[config.mk]
export PLATFORM = sky130hd
export DESIGN_NAME = ram_word_writer
export DESIGN_NICKNAME = d
export VERILOG_FILES = /design/src/rtl/ram_ctrl_pkg.sv /design/src/rtl/lane_merge.sv /design/src/rtl/ram_word_writer.sv
export SDC_FILE = /design/constraint.sdc
export NUM_CORES = 1
export LEC_CHECK = 0
export CAP_MARGIN = 20
export CORE_MARGIN = 4
export CORE_UTILIZATION = 30
export CTS_CLUSTER_DIAMETER = 150
export DETAILED_ROUTE_END_ITERATION = 16
export HOLD_SLACK_MARGIN = 0.08
export PLACE_DENSITY = 0.53
export SETUP_SLACK_MARGIN = 0.15
export SLEW_MARGIN = 40
export SYNTH_ARGS = -nofsm -noshare
export SYNTH_HDL_FRONTEND = slang
export SYNTH_HIERARCHICAL = 1
export SYNTH_SLANG_ARGS = --single-unit
[constraint.sdc]
create_clock -name clk -period 2.9 [get_ports clk]
set_input_delay 0.58 -clock clk [delete_from_list [all_inputs] [get_ports clk]]
set_output_delay 0.58 -clock clk [all_outputs]
set_load 0.05 [all_outputs]
[src/rtl/ram_ctrl_pkg.sv]
// Shared constants, state type and helpers for the RAM word write path.
// Optional lane parity output: RAM_WORD_WRITER_PARITY_EN.
package ram_ctrl_pkg;

    localparam int WORD_W = 64;
    localparam int LANE_W = 8;
    localparam int ADDR_W = 6;
    localparam int LANES  = WORD_W / LANE_W;

    typedef enum logic {
        IDLE  = 1'b0,
        FLUSH = 1'b1
    } wr_state_t;

    function automatic logic [LANES-1:0] lane_parity(
        input logic [WORD_W-1:0] w
    );
        logic [LANES-1:0] p;
        p = '0;
        for (int i = 0; i < LANES; i++) begin
            p[i] = ^w[i*LANE_W +: LANE_W];
        end
        return p;
    endfunction

endpackage

[src/rtl/lane_merge.sv]
// Combinational merge of one byte or bit write into the held word.
// Also produces the one-hot of the lane touched by the write.
module lane_merge
    import ram_ctrl_pkg::*;
(
    input  logic [WORD_W-1:0] word_i,
    input  logic [ADDR_W-1:0] add_i,
    input  logic              mode_i,
    input  logic [LANE_W-1:0] din_byte_i,
    input  logic              din_bit_i,
    output logic [WORD_W-1:0] word_o,
    output logic [LANES-1:0]  lane_oh_o
);

    logic [2:0] lane;

    assign lane = add_i[ADDR_W-1:3];

    always_comb begin
        word_o    = word_i;
        lane_oh_o = '0;
        lane_oh_o[lane] = 1'b1;
        unique case (1'b1)
            mode_i:  word_o[lane*LANE_W +: LANE_W] = din_byte_i;
            !mode_i: word_o[add_i] = din_bit_i;
            default: word_o = word_i;
        endcase
    end

endmodule

[src/rtl/ram_word_writer.sv]
// Merges byte/bit writes into a 64-bit word and flushes it downstream.
// Optional lane parity output: RAM_WORD_WRITER_PARITY_EN.
module ram_word_writer
    import ram_ctrl_pkg::*;
#(
    parameter logic [WORD_W-1:0] RESET_WORD = '0
) (
    input  logic              clk,
    input  logic              rst,
    input  logic [ADDR_W-1:0] add,
    input  logic              mode,
    input  logic [LANE_W-1:0] din_byte,
    input  logic              din_bit,
    input  logic              req,
    input  logic              commit,
    input  logic              data_ready,
`ifdef RAM_WORD_WRITER_PARITY_EN
    output logic [LANES-1:0]  parity,
`endif
    output logic              ack,
    output logic [WORD_W-1:0] data_out,
    output logic              data_valid,
    output logic [LANES-1:0]  dirty,
    output logic              busy
);

    wr_state_t         state_q, state_d;
    logic [WORD_W-1:0] word_q, word_d;
    logic [WORD_W-1:0] dout_q, dout_d;
    logic [LANES-1:0]  dirty_q, dirty_d;
    logic              ack_q, ack_d;

    logic [WORD_W-1:0] merged;
    logic [LANES-1:0]  lane_oh;
    logic              accept;
    logic [LANES-1:0]  dirty_upd;
    logic [WORD_W-1:0] word_upd;

    lane_merge u_merge (
        .word_i     (word_q),
        .add_i      (add),
        .mode_i     (mode),
        .din_byte_i (din_byte),
        .din_bit_i  (din_bit),
        .word_o     (merged),
        .lane_oh_o  (lane_oh)
    );

    assign accept    = (state_q == IDLE) && req;
    assign dirty_upd = dirty_q | (accept ? lane_oh : '0);
    assign word_upd  = accept ? merged : word_q;

    always_comb begin
        state_d = state_q;
        word_d  = word_upd;
        dirty_d = dirty_upd;
        dout_d  = dout_q;
        ack_d   = accept;
        unique case (state_q)
            IDLE: begin
                // A same-edge write counts toward both commit and auto-flush.
                if ((commit && (dirty_upd != '0)) || (&dirty_upd)) begin
                    state_d = FLUSH;
                    dout_d  = word_upd;
                end
            end
            FLUSH: begin
                if (data_ready) begin
                    state_d = IDLE;
                    dirty_d = '0;
                end
            end
            default: state_d = IDLE;
        endcase
    end

    always_ff @(posedge clk or negedge rst) begin
        if (!rst) begin
            state_q <= IDLE;
            word_q  <= RESET_WORD;
            dout_q  <= RESET_WORD;
            dirty_q <= '0;
            ack_q   <= 1'b0;
        end else begin
            state_q <= state_d;
            word_q  <= word_d;
            dout_q  <= dout_d;
            dirty_q <= dirty_d;
            ack_q   <= ack_d;
        end
    end

`ifdef RAM_WORD_WRITER_PARITY_EN
    logic [LANES-1:0] par_q;

    always_ff @(posedge clk or negedge rst) begin
        if (!rst) begin
            par_q <= lane_parity(RESET_WORD);
        end else begin
            par_q <= lane_parity(dout_d);
        end
    end

    assign parity = par_q;
`endif

    assign ack        = ack_q;
    assign data_out   = dout_q;
    assign data_valid = (state_q == FLUSH);
    assign busy       = (state_q != IDLE);
    assign dirty      = dirty_q;

endmodule

==> results.tsv, run 1 <==
stage	metric	value	unit
outcome	status	completed	
critical_path	CP top delay family	buffers and inverters	
grt	antenna violations before repair	2	
placed_design	dpl cell area	9880	um2
clock_tree	Reg clk slew, reported paths	0.06	ns
final_layout	commonest non-fill, non-tap cell in the layout	nand2_1	
sta	max-slew violation count	0	
worst_hold_path	Hold Path Class	input port to asynchronous set/reset pin	
sta	worst slew pin tran	0.536	ns
yosys	number of flops mapped to enable cells by yosys	0	
yosys	Yosys warning total	6	
critical_path	CP Max Fanout	8	
drt	Avg WL per Cell	19.1	um
yosys	post-synthesis register bit count	138	
drt	routed vias/inst	5.04	
sta	Fin Clk Skew	0.00769	ns
pwr	Peak VDD IR	0.724	mV
clock_tree	H-tree depth	4	
floorplan	num rows	59	
sta	FMAX	377	MHz
sta	setup_tns	0	ns
final_layout	nets	1011	
drt	Via Count	6728	
sta	worst relative slew slack	64.3	%
critical_path	crit start category	input port	
drt	drt total wl	25400	um
final_layout	Design Area, Final	10800	um2
grt	largest net degree at the start of global routing	53	
clock_tree	CTS root buf	clkbuf_16	
final_layout	Util after Layout	41.3	%
grt	first-pass GRT wire length	39400	um
drt	DRT iter0 DRCs	557	
drt	1st-pass router iterations	7	
clock_tree	clk sink count	138	
drt	Residual DRC	0	
floorplan	die area	29300	um2
critical_path	CP Buf/Inv Count	6	
critical_path	CP Class	input port to register	
sta	RSZ-0062 raised after global routing	false	
yosys	Main synth FF type	dfrtp_1	
critical_path	CP required	3.21	ns
critical_path	Crit path arrival time	2.97	ns
floorplan	Die H	171	um
critical_path	worst r2r src	busy	
pwr	Power Total	10.8	mW
sta	Final Critical Period	2.65	ns
critical_path	flop2flop setup slack	0.66	ns
critical_path	critical path cell sequence	dlygate4sd2_1 > buf_6 > nand3b_1 > inv_1 > or4_1 > o31ai_2 > a41o_1 > a221oi_4 > buf_12 > buf_8 > buf_16 > mux2_4	
final_layout	share of layout cells above drive strength 1	26.0	%
placed_design	HPWL after DPL	17100	um
floorplan	CORE AREA	26100	um2
grt	GRT overflow	0	
critical_path	CP max stage delay	0.53	ns
critical_path	Worst Setup EP	data_out[62]	
clock_tree	CTS Buffer Depth	2	
job	max-cap violation count	0	
floorplan	chip width	171	um
yosys	sequential area share after synthesis	43.2	%
critical_path	worst r2r dst	data_out[12]	
yosys	Mapped Cells	819	
sta	final-report setup violation count	0	
clock_tree	later-pin clock latency in the skew report	0.43	ns
drt	antenna-violating nets left	0	
clock_tree	total CTS buffers	17	
final_layout	Area Overhead vs Synth	35.1	%
sta	smallest hold slack	0.112	ns
final_layout	fillcell total	2574	
grt	Total GRT Usage	17.6	%
pwr	Leakage Power	5.23	nW
yosys	Syn Nets	843	
clock_tree	TritonCTS clock tree	done	
critical_path	R2R depth	9	
critical_path	Critical Path Start	add[4]	
critical_path	Critical Path End Type	register	
yosys	post-synthesis cell type count	55	
critical_path	Crit path depth	12	
placed_design	port bufs	95	
final_layout	commonest cells after routing, fill and taps aside	nand2_1, dfrtp_1, buf_4	
grt	number of global-route vias before repair	6563	
sta	final hold vios	0	
placed_design	RD Place Congestion	0.820	
clock_tree	cts hold-fix bufs	0	
sta	period utilisation layout	91.5	%
yosys	fraction of registers with async set/reset	100	%
floorplan	boundary pin count	96	
critical_path	CP max-delay cell	or4_1	
pwr	P per Cell Area	997	nW/um2
yosys	Mean Syn Cell Area	9.76	um2
floorplan	Starting Density	30.6	%
yosys	post-synthesis cell area	8000	um2
[layer usage]
layer | vias up | wire length, um | track usage [%]
li1 | 3215 | - | -
met1 | 3242 | 12100 | 25.5
met2 | 232 | 11400 | 26.8
met3 | 37 | 1350 | 3.13
met4 | 2 | 524 | 5.27
met5 | - | 12 | 0
[area by class of cell]
cell class / instances / area (um2) / share of cell area (%)
multi-input combinational: 609 / 4280 / 39.6
sequential: 138 / 3450 / 32.0
timing repair buffer: 211 / 2080 / 19.2
clock buffer: 18 / 429 / 3.97
tap: 335 / 419 / 3.88
clock inverter: 13 / 106 / 0.984
inverter: 10 / 37.5 / 0.347
antenna: 1 / 2.50 / 0.0232
[through the flow]
stage,setup slack [ns],cells
after floorplan,0.0185,819
final,0.246,1335
after global routing,0.164,1335
after CTS,0.256,1333
after detailed placement,-0.425,1282
after global placement,-0.388,1282
[flip-flops by register name, indices dropped and copies added, names as in the netlist]
signal,flops
data_out,64
dirty,8
busy,1
word_q,64
ack,1
[Yosys cell counts (5+ instances only)]
cell | count | area [um2]
mux2i_1 | 65 | 651
o21ai_0 | 20 | 100
mux2_2 | 23 | 259
mux2_4 | 56 | 841
buf_1 | 8 | 30.0
and3_1 | 9 | 56.3
buf_2 | 14 | 70.1
o211ai_1 | 9 | 67.6
nand3_1 | 10 | 50.1
nand3b_1 | 7 | 52.6
a221o_1 | 15 | 150
inv_1 | 9 | 33.8
nor2_1 | 29 | 109
nand2_1 | 249 | 935
a21boi_0 | 5 | 37.5
a21oi_1 | 34 | 170
a311oi_1 | 5 | 43.8
nor3b_1 | 9 | 67.6
dfrtp_1 | 138 | 3450
clkbuf_1 | 30 | 113
buf_6 | 7 | 78.8
o221ai_1 | 7 | 61.3
a31oi_1 | 7 | 43.8
[how the worst min path moves through the flow]
stage                              end  slack (ns)  depth (start not counted)
after floorplan                    ack        0.28                          0
after global placement     data_out[6]        0.49                          1
after detailed placement  data_out[48]        0.50                          1
after CTS                  data_out[0]        0.12                          1
after global routing       data_out[0]        0.15                          1
final                      data_out[0]        0.11                          1
[where the power goes]
part | total (mW) | switching (mW) | leakage [nW] | internal (mW)
clock | 2.05 | 0.888 | 0.265 | 1.16
combinational | 5.43 | 3.11 | 3.13 | 2.32
sequential | 3.28 | 0.570 | 1.84 | 2.71
[repair_timing]
action                     CTS  global route
gates cloned                 4             1
setup buffers               16             0
setup endpoints to repair   64            51
pin swaps                    5             7
gates resized for setup     28            10
[worst register-to-register path: stages, from the launching register on]
cell,delay [ns]
dfrtp_1,0.37
nand2b_4,0.17
inv_2,0.12
a21oi_1,0.12
a41o_1,0.22
a221oi_4,0.31
buf_12,0.16
buf_8,0.15
buf_12,0.16
mux2_2,0.35
[logic make-up (layout without fill, tap and decap cells)]
family | after synthesis | after routing | synth area share (%)
flip-flops | 138 | 138 | 43.2
multiplexers | 144 | 144 | 21.9
AO/OA/AOI/OAI | 119 | 119 | 10.2
AND/OR/NAND/NOR | 343 | 343 | 19.8
adder cells (fa/ha/maj) | 3 | 3 | 0.470
other | 0 | 1 | 0
buffers and inverters | 72 | 252 | 4.40
Power figures use the tool's default switching activity.
==> inputs of run 2 (changes only) <==
--- a/config.mk
+++ b/config.mk
@@ -7,4 +7,6 @@
 export LEC_CHECK = 0
 export CAP_MARGIN = 20
+export CELL_PAD_IN_SITES_DETAIL_PLACEMENT = 1
+export CELL_PAD_IN_SITES_GLOBAL_PLACEMENT = 2
 export CORE_MARGIN = 4
 export CORE_UTILIZATION = 30
@@ -12,5 +14,6 @@
 export DETAILED_ROUTE_END_ITERATION = 16
 export HOLD_SLACK_MARGIN = 0.08
-export PLACE_DENSITY = 0.53
+export PLACE_DENSITY = 0.74
+export RECOVER_POWER = 50
 export SETUP_SLACK_MARGIN = 0.15
 export SLEW_MARGIN = 40
==> constraint.sdc (replaced) <==
create_clock -name clk -period 2.9 [get_ports clk]
set_input_delay 0.435 -clock clk [delete_from_list [all_inputs] [get_ports clk]]
set_output_delay 0.435 -clock clk [all_outputs]
set_load 0.05 [all_outputs]
==> run 2 against run 1 <==
  * Flip-flop and latch count unchanged
  * Critical endpoint is now data_out[15]
  * First-iteration DRC count down 41%
  * Worst hold slack better by 0.39 ns
  * Setup slack worse by 0.016 ns
  * Sequential power about the same
  * Critical path type unchanged
  * Final area down 3.5%
  * Via count up 0.89%
  * Count of clock-buffer cells in the layout up 2
==> results.tsv, run 2 (synthesis gave the netlist of run 1 again) <==
stage	metric	value	unit	change
outcome	status	completed		unchanged
clock_tree	H-tree depth	4		unchanged
drt	antenna-violating nets left	0		unchanged
grt	antenna violations before repair	2		unchanged
clock_tree	TritonCTS clock tree	done		unchanged
sta	RSZ-0062 raised after global routing	false		unchanged
placed_design	RD Place Congestion	0.837		was 0.820
floorplan	Starting Density	30.6	%	unchanged
sta	final-report setup violation count	0		unchanged
placed_design	Post-Place Cells	1275		was 1282
clock_tree	total CTS buffers	17		unchanged
clock_tree	Reg clk slew, reported paths	0.06	ns	about the same
drt	Avg WL per Cell	20.3	um	was 19.1 um
floorplan	num rows	59		unchanged
grt	first-pass GRT wire length	41500	um	was 39400 um
drt	Via Count	6788		was 6728
drt	DRT iter0 DRCs	329		was 557
floorplan	boundary pin count	96		unchanged
critical_path	Crit path arrival time	2.98	ns	was 2.97 ns
final_layout	Util after Layout	39.9	%	was 41.3%
critical_path	CP required	3.21	ns	about the same
sta	worst relative slew slack	3.98	%	was 64.3%
critical_path	Critical Path End Type	register		unchanged
clock_tree	CTS root buf	clkbuf_16		unchanged
final_layout	register area	3450	um2	unchanged
final_layout	commonest cells after routing, fill and taps aside	nand2_1, dfrtp_1, buf_4		unchanged
placed_design	port bufs	95		unchanged
pwr	Leakage Power	5.12	nW	was 5.23 nW
clock_tree	CTS Buffer Depth	2		unchanged
final_layout	Non-Filler Instances	1312		was 1335
pwr	Peak VDD IR	0.488	mV	was 0.724 mV
final_layout	share of layout cells above drive strength 1	22.4	%	was 26.0%
drt	Residual DRC	0		unchanged
sta	Fin Clk Skew	0.00984	ns	was 0.00769 ns
floorplan	die area	29300	um2	unchanged
critical_path	CP Max Fanout	20		was 8
grt	GRT overflow	0		unchanged
final_layout	commonest non-fill, non-tap cell in the layout	nand2_1		unchanged
sta	Final Critical Period	2.67	ns	was 2.65 ns
floorplan	chip width	171	um	unchanged
grt	number of global-route vias before repair	7007		was 6563
critical_path	crit start category	input port		unchanged
sta	period utilisation layout	92.1	%	was 91.5%
critical_path	CP Class	input port to register		unchanged
job	max-cap violation count	0		unchanged
placed_design	Post-Place Worst Slack	-0.422	ns	was -0.425 ns
sta	worst slew pin tran	1.44	ns	was 0.536 ns
final_layout	fillcell total	2981		was 2574
final_layout	Antenna diodes	0		was 1
grt	Total GRT Usage	18.4	%	was 17.6%
clock_tree	later-pin clock latency in the skew report	0.43	ns	about the same
final_layout	nets	988		was 1011
floorplan	Die H	171	um	unchanged
sta	worst setup margin	0.230	ns	was 0.246 ns
clock_tree	clk sink count	138		unchanged
sta	FMAX	375	MHz	was 377 MHz
final_layout	Area Overhead vs Synth	30.4	%	was 35.1%
drt	routed vias/inst	5.17		was 5.04
drt	1st-pass router iterations	5		was 7
sta	smallest hold slack	0.504	ns	was 0.112 ns
drt	drt total wl	26700	um	was 25400 um
sta	final hold vios	0		unchanged
grt	largest net degree at the start of global routing	65		was 53
pwr	P per Cell Area	1020	nW/um2	was 997 nW/um2
sta	max-slew violation count	0		unchanged
final_layout	multi-input logic area	4200	um2	was 4280 um2
placed_design	HPWL after DPL	18200	um	was 17100 um
floorplan	CORE AREA	26100	um2	unchanged
worst_hold_path	Hold Path Class	register to register		was input port to asynchronous set/reset pin
## run 2: cell count changes in the layout (fill, tap and decap cells not counted), moves of 4 or more
cell,previous run,this run
clkdlybuf4s50_1,90,62
clkbuf_1,1,7
nor2_4,5,0
dlygate4sd3_1,0,29
buf_4,94,73
nor2_1,22,29
buf_6,6,2
clkbuf_2,0,4
## run 2: routing by layer
metal  part of all wire (%)  wire length, um  GRT usage, %  up-vias
met3                    4.4             1170          3.49       33
met4                    1.8              474          5.30        4
met5                  0.075               20             0        -
li1                       -                -             -     3151
met1                     47            12600          25.8     3434
met2                     46            12400          29.2      166
## run 2: final timing paths
path                            from            to  slack [ns]  cells after the start
max                           add[3]  data_out[15]        0.23                     11
min                        word_q[7]     word_q[7]        0.50                      2
max reg2reg                     busy  data_out[15]        0.42                      8
min reg2reg                word_q[7]     word_q[7]        0.50                      2
max in group asynchronous        rst      dirty[4]        0.77                      3
min in group asynchronous        rst  data_out[16]        0.88                      2
## run 2: final cells by class
cell class / count / share of cell area [%]
flip-flops and latches: 138 / 33.1
multi-input cells: 609 / 40.3
clock inverters: 12 / 1.20
well taps: 335 / 4.02
repair buffers: 188 / 16.7
clock buffers: 20 / 4.28
inverters: 10 / 0.360
## run 2: repair_timing
item | in CTS | in global routing
setup endpoints to repair | 64 | 20
setup buffers | 3 | 0
hold buffers | 1 | 0
gates cloned | 1 | 0
pin swaps | 2 | 1
endpoints found under the hold margin | 51 | 0
resized for setup | 5 | 3
## run 2: where the power goes
part	switching, mW	internal (mW)
registers	0.574	2.71
clock network	0.887	1.28
logic	3.07	2.12
## run 2: worst max-delay path, cell delays in order
cell           delay [ns]
dlygate4sd2_1        0.31
buf_6                0.19
nor3b_1              0.07
clkbuf_1             0.14
or4_1                0.53
o31ai_2              0.21
a41o_1               0.24
a221oi_4             0.08
buf_12               0.17
bufbuf_16            0.31
mux2_4               0.30
## run 2: through the flow
step           area, um2  setup TNS, ns  power (mW)
6_report           10400              0        10.6
5_1_grt            10400              0        11.3
4_1_cts            10500              0        10.8
3_5_place_dp        9810         -25.88        8.53
3_3_place_gp        9810         -24.49        8.44
2_1_floorplan       8000              0        6.83
==> inputs of run 3 (changes only) <==
Clock period 2.9 ns to 3.1 ns, I/O delays scaled along.
==> run 3 against run 2 <==
  * Global-route usage grew 0.33 points
  * Worst hold slack worse by 0.0011 ns
  * Routed wire length about the same
  * Non-clock buffer count shrank 14
  * Combinational power shrank 8.5%
  * Clock skew grew 0.0070 ns
  * Power shrank 7.0%
  * Die area is the same
  * Sequential share of layout area rose by 0.39 points
  * Count of clock-buffer cells in the layout is 1 lower
  * Final area decreased by 1.2%
  * Register-to-register slack worse by 0.15 ns
==> results.tsv, run 3 (synthesis gave the netlist of run 1 again) <==
stage	metric	value	unit	change
drt	routed vias/inst	5.18		was 5.17
sta	worst setup margin	0.210	ns	was 0.230 ns
job	max-cap violation count	0		unchanged
sta	Final Critical Period	2.89	ns	
floorplan	CORE AREA	26100	um2	unchanged
drt	DRT iter0 DRCs	430		was 329
clock_tree	TritonCTS clock tree	done		unchanged
drt	Via Count	6720		was 6788
final_layout	Design Area, Final	10300	um2	was 10400 um2
critical_path	CP Max Fanout	36		was 20
clock_tree	CTS Buffer Depth	2		unchanged
drt	drt total wl	26700	um	about the same
critical_path	worst r2r src	busy		unchanged
pwr	Peak VDD IR	0.551	mV	was 0.488 mV
pwr	Leakage Power	5.04	nW	was 5.12 nW
drt	antenna-violating nets left	0		unchanged
sta	final hold vios	0		unchanged
critical_path	CP Class	input port to register		unchanged
sta	period utilisation layout	93.2	%	
sta	max-slew violation count	0		unchanged
drt	1st-pass router iterations	5		unchanged
clock_tree	clk sink count	138		unchanged
sta	worst slew pin tran	1.49	ns	was 1.44 ns
sta	final-report setup violation count	0		unchanged
drt	DR top layer	met4		was met5
critical_path	R2R depth	8		unchanged
critical_path	flop2flop setup slack	0.27	ns	was 0.42 ns
final_layout	nets	974		was 988
floorplan	Starting Density	30.6	%	unchanged
clock_tree	CTS root buf	clkbuf_16		unchanged
floorplan	boundary pin count	96		unchanged
drt	Residual DRC	0		unchanged
drt	Met1 Wirelength	12700	um	was 12600 um
outcome	status	completed		unchanged
drt	Avg WL per Cell	20.6	um	was 20.3 um
drt	length of routed met2 wiring	12500	um	was 12400 um
final_layout	share of layout cells above drive strength 1	21.6	%	was 22.4%
grt	number of global-route vias before repair	7057		was 7007
critical_path	crit start category	input port		unchanged
final_layout	commonest non-fill, non-tap cell in the layout	nand2_1		unchanged
final_layout	fillcell total	2961		was 2981
clock_tree	later-pin clock latency in the skew report	0.43	ns	about the same
grt	largest net degree at the start of global routing	57		was 65
critical_path	Critical Path Start	add[5]		was add[3]
drt	met3 wire len	902	um	was 1170 um
sta	RSZ-0062 raised after global routing	false		unchanged
worst_hold_path	Hold Path Class	register to register		unchanged
critical_path	CP required	3.41	ns	was 3.21 ns
worst_hold_path	WHS Endpoint	data_out[12]		was word_q[7]
floorplan	Die H	171	um	unchanged
placed_design	Post-Place Worst Slack	-0.216	ns	was -0.422 ns
worst_hold_path	hold path depth	1		was 2
final_layout	Area Overhead vs Synth	28.9	%	was 30.4%
critical_path	worst r2r dst	data_out[29]		was data_out[15]
final_layout	commonest cells after routing, fill and taps aside	nand2_1, dfrtp_1, buf_4		unchanged
floorplan	num rows	59		unchanged
grt	Total GRT Usage	18.7	%	was 18.4%
sta	FMAX	346	MHz	
final_layout	Antenna diodes	0		unchanged
sta	Fin Clk Skew	0.0168	ns	was 0.00984 ns
critical_path	Crit path arrival time	3.20	ns	was 2.98 ns
placed_design	HPWL after DPL	18400	um	was 18200 um
clock_tree	Reg clk slew, reported paths	0.06	ns	about the same
floorplan	chip width	171	um	unchanged
grt	GRT overflow	0		unchanged
placed_design	RD Place Congestion	0.871		was 0.837
clock_tree	total CTS buffers	17		unchanged
grt	first-pass GRT wire length	42300	um	was 41500 um
placed_design	dpl cell area	9720	um2	was 9810 um2
placed_design	port bufs	95		unchanged
critical_path	Critical Path End Type	register		unchanged
floorplan	die area	29300	um2	unchanged
grt	antenna violations before repair	0		was 2
clock_tree	H-tree depth	4		unchanged
pwr	P per Cell Area	961	nW/um2	was 1020 nW/um2
sta	worst relative slew slack	0.369	%	was 3.98%
worst_hold_path	Hold Startpoint	data_out[12]		was word_q[7]
==> run 3: metrics by stage <==
| step | hold WS, ns | total power, mW | instances | utilization (%) | TNS, ns |
|---|---|---|---|---|---|
| floorplan | 0.169 | 6.39 | 819 | - | 0 |
| global placement | 0.486 | 7.87 | 1264 | 37.2 | -4.31 |
| detailed placement | 0.491 | 7.94 | 1264 | 37.2 | -11.50 |
| CTS | 0.514 | 10.1 | 1297 | 39.5 | 0 |
| global route | 0.518 | 10.5 | 1298 | 39.4 | 0 |
| finish | 0.503 | 9.91 | 1298 | 39.4 | 0 |
==> run 3: cell type report <==
cell class                      instances  area (um2)  area share [%]
Clock inverter                         13         143            1.38
Timing Repair Buffer                  174        1600            15.5
Sequential cell                       138        3450            33.5
Clock buffer                           19         443            4.30
Multi-Input combinational cell        609        4210            40.8
Inverter                               10        37.5           0.364
Tap cell                              335         419            4.07
==> run 3: what timing repair did <==
item,CTS,global route
hold buffers,1,0
gates resized for setup,0,2
endpoints found under the setup margin,0,60
setup buffers,0,1
endpoints found under the hold margin,54,0
==> run 3: critical path, stage by stage <==
cell and delay [ns]:
dlygate4sd3_1 0.72, buf_4 0.23, and3_1 0.29, o31ai_1 0.11, a41o_1 0.28, a221oi_4 0.40
buf_12 0.30, mux2_4 0.33
==> run 3: per-layer routing <==
| metal | GRT usage, % | up-vias |
|---|---|---|
| met1 | 26.9 | 3422 |
| met4 | 5.89 | 0 |
| met3 | 2.80 | 31 |
| met5 | 0 | - |
| met2 | 29.3 | 149 |
| li1 | - | 3118 |
==> run 3: power by group <==
group	internal [mW]	switching, mW	total, mW
Clock	1.21	0.875	2.09
Sequential	2.54	0.536	3.07
Combinational	1.91	2.84	4.75
==> run 3: worst max path at each step <==
stage | endpoint | slack [ns] | cells past startpoint
floorplan | data_out[14] | 0.24 | 11
global placement | data_out[26] | -0.14 | 11
detailed placement | data_out[37] | -0.22 | 9
CTS | data_out[37] | 0.23 | 9
global route | data_out[29] | 0.08 | 8
finish | data_out[29] | 0.21 | 8
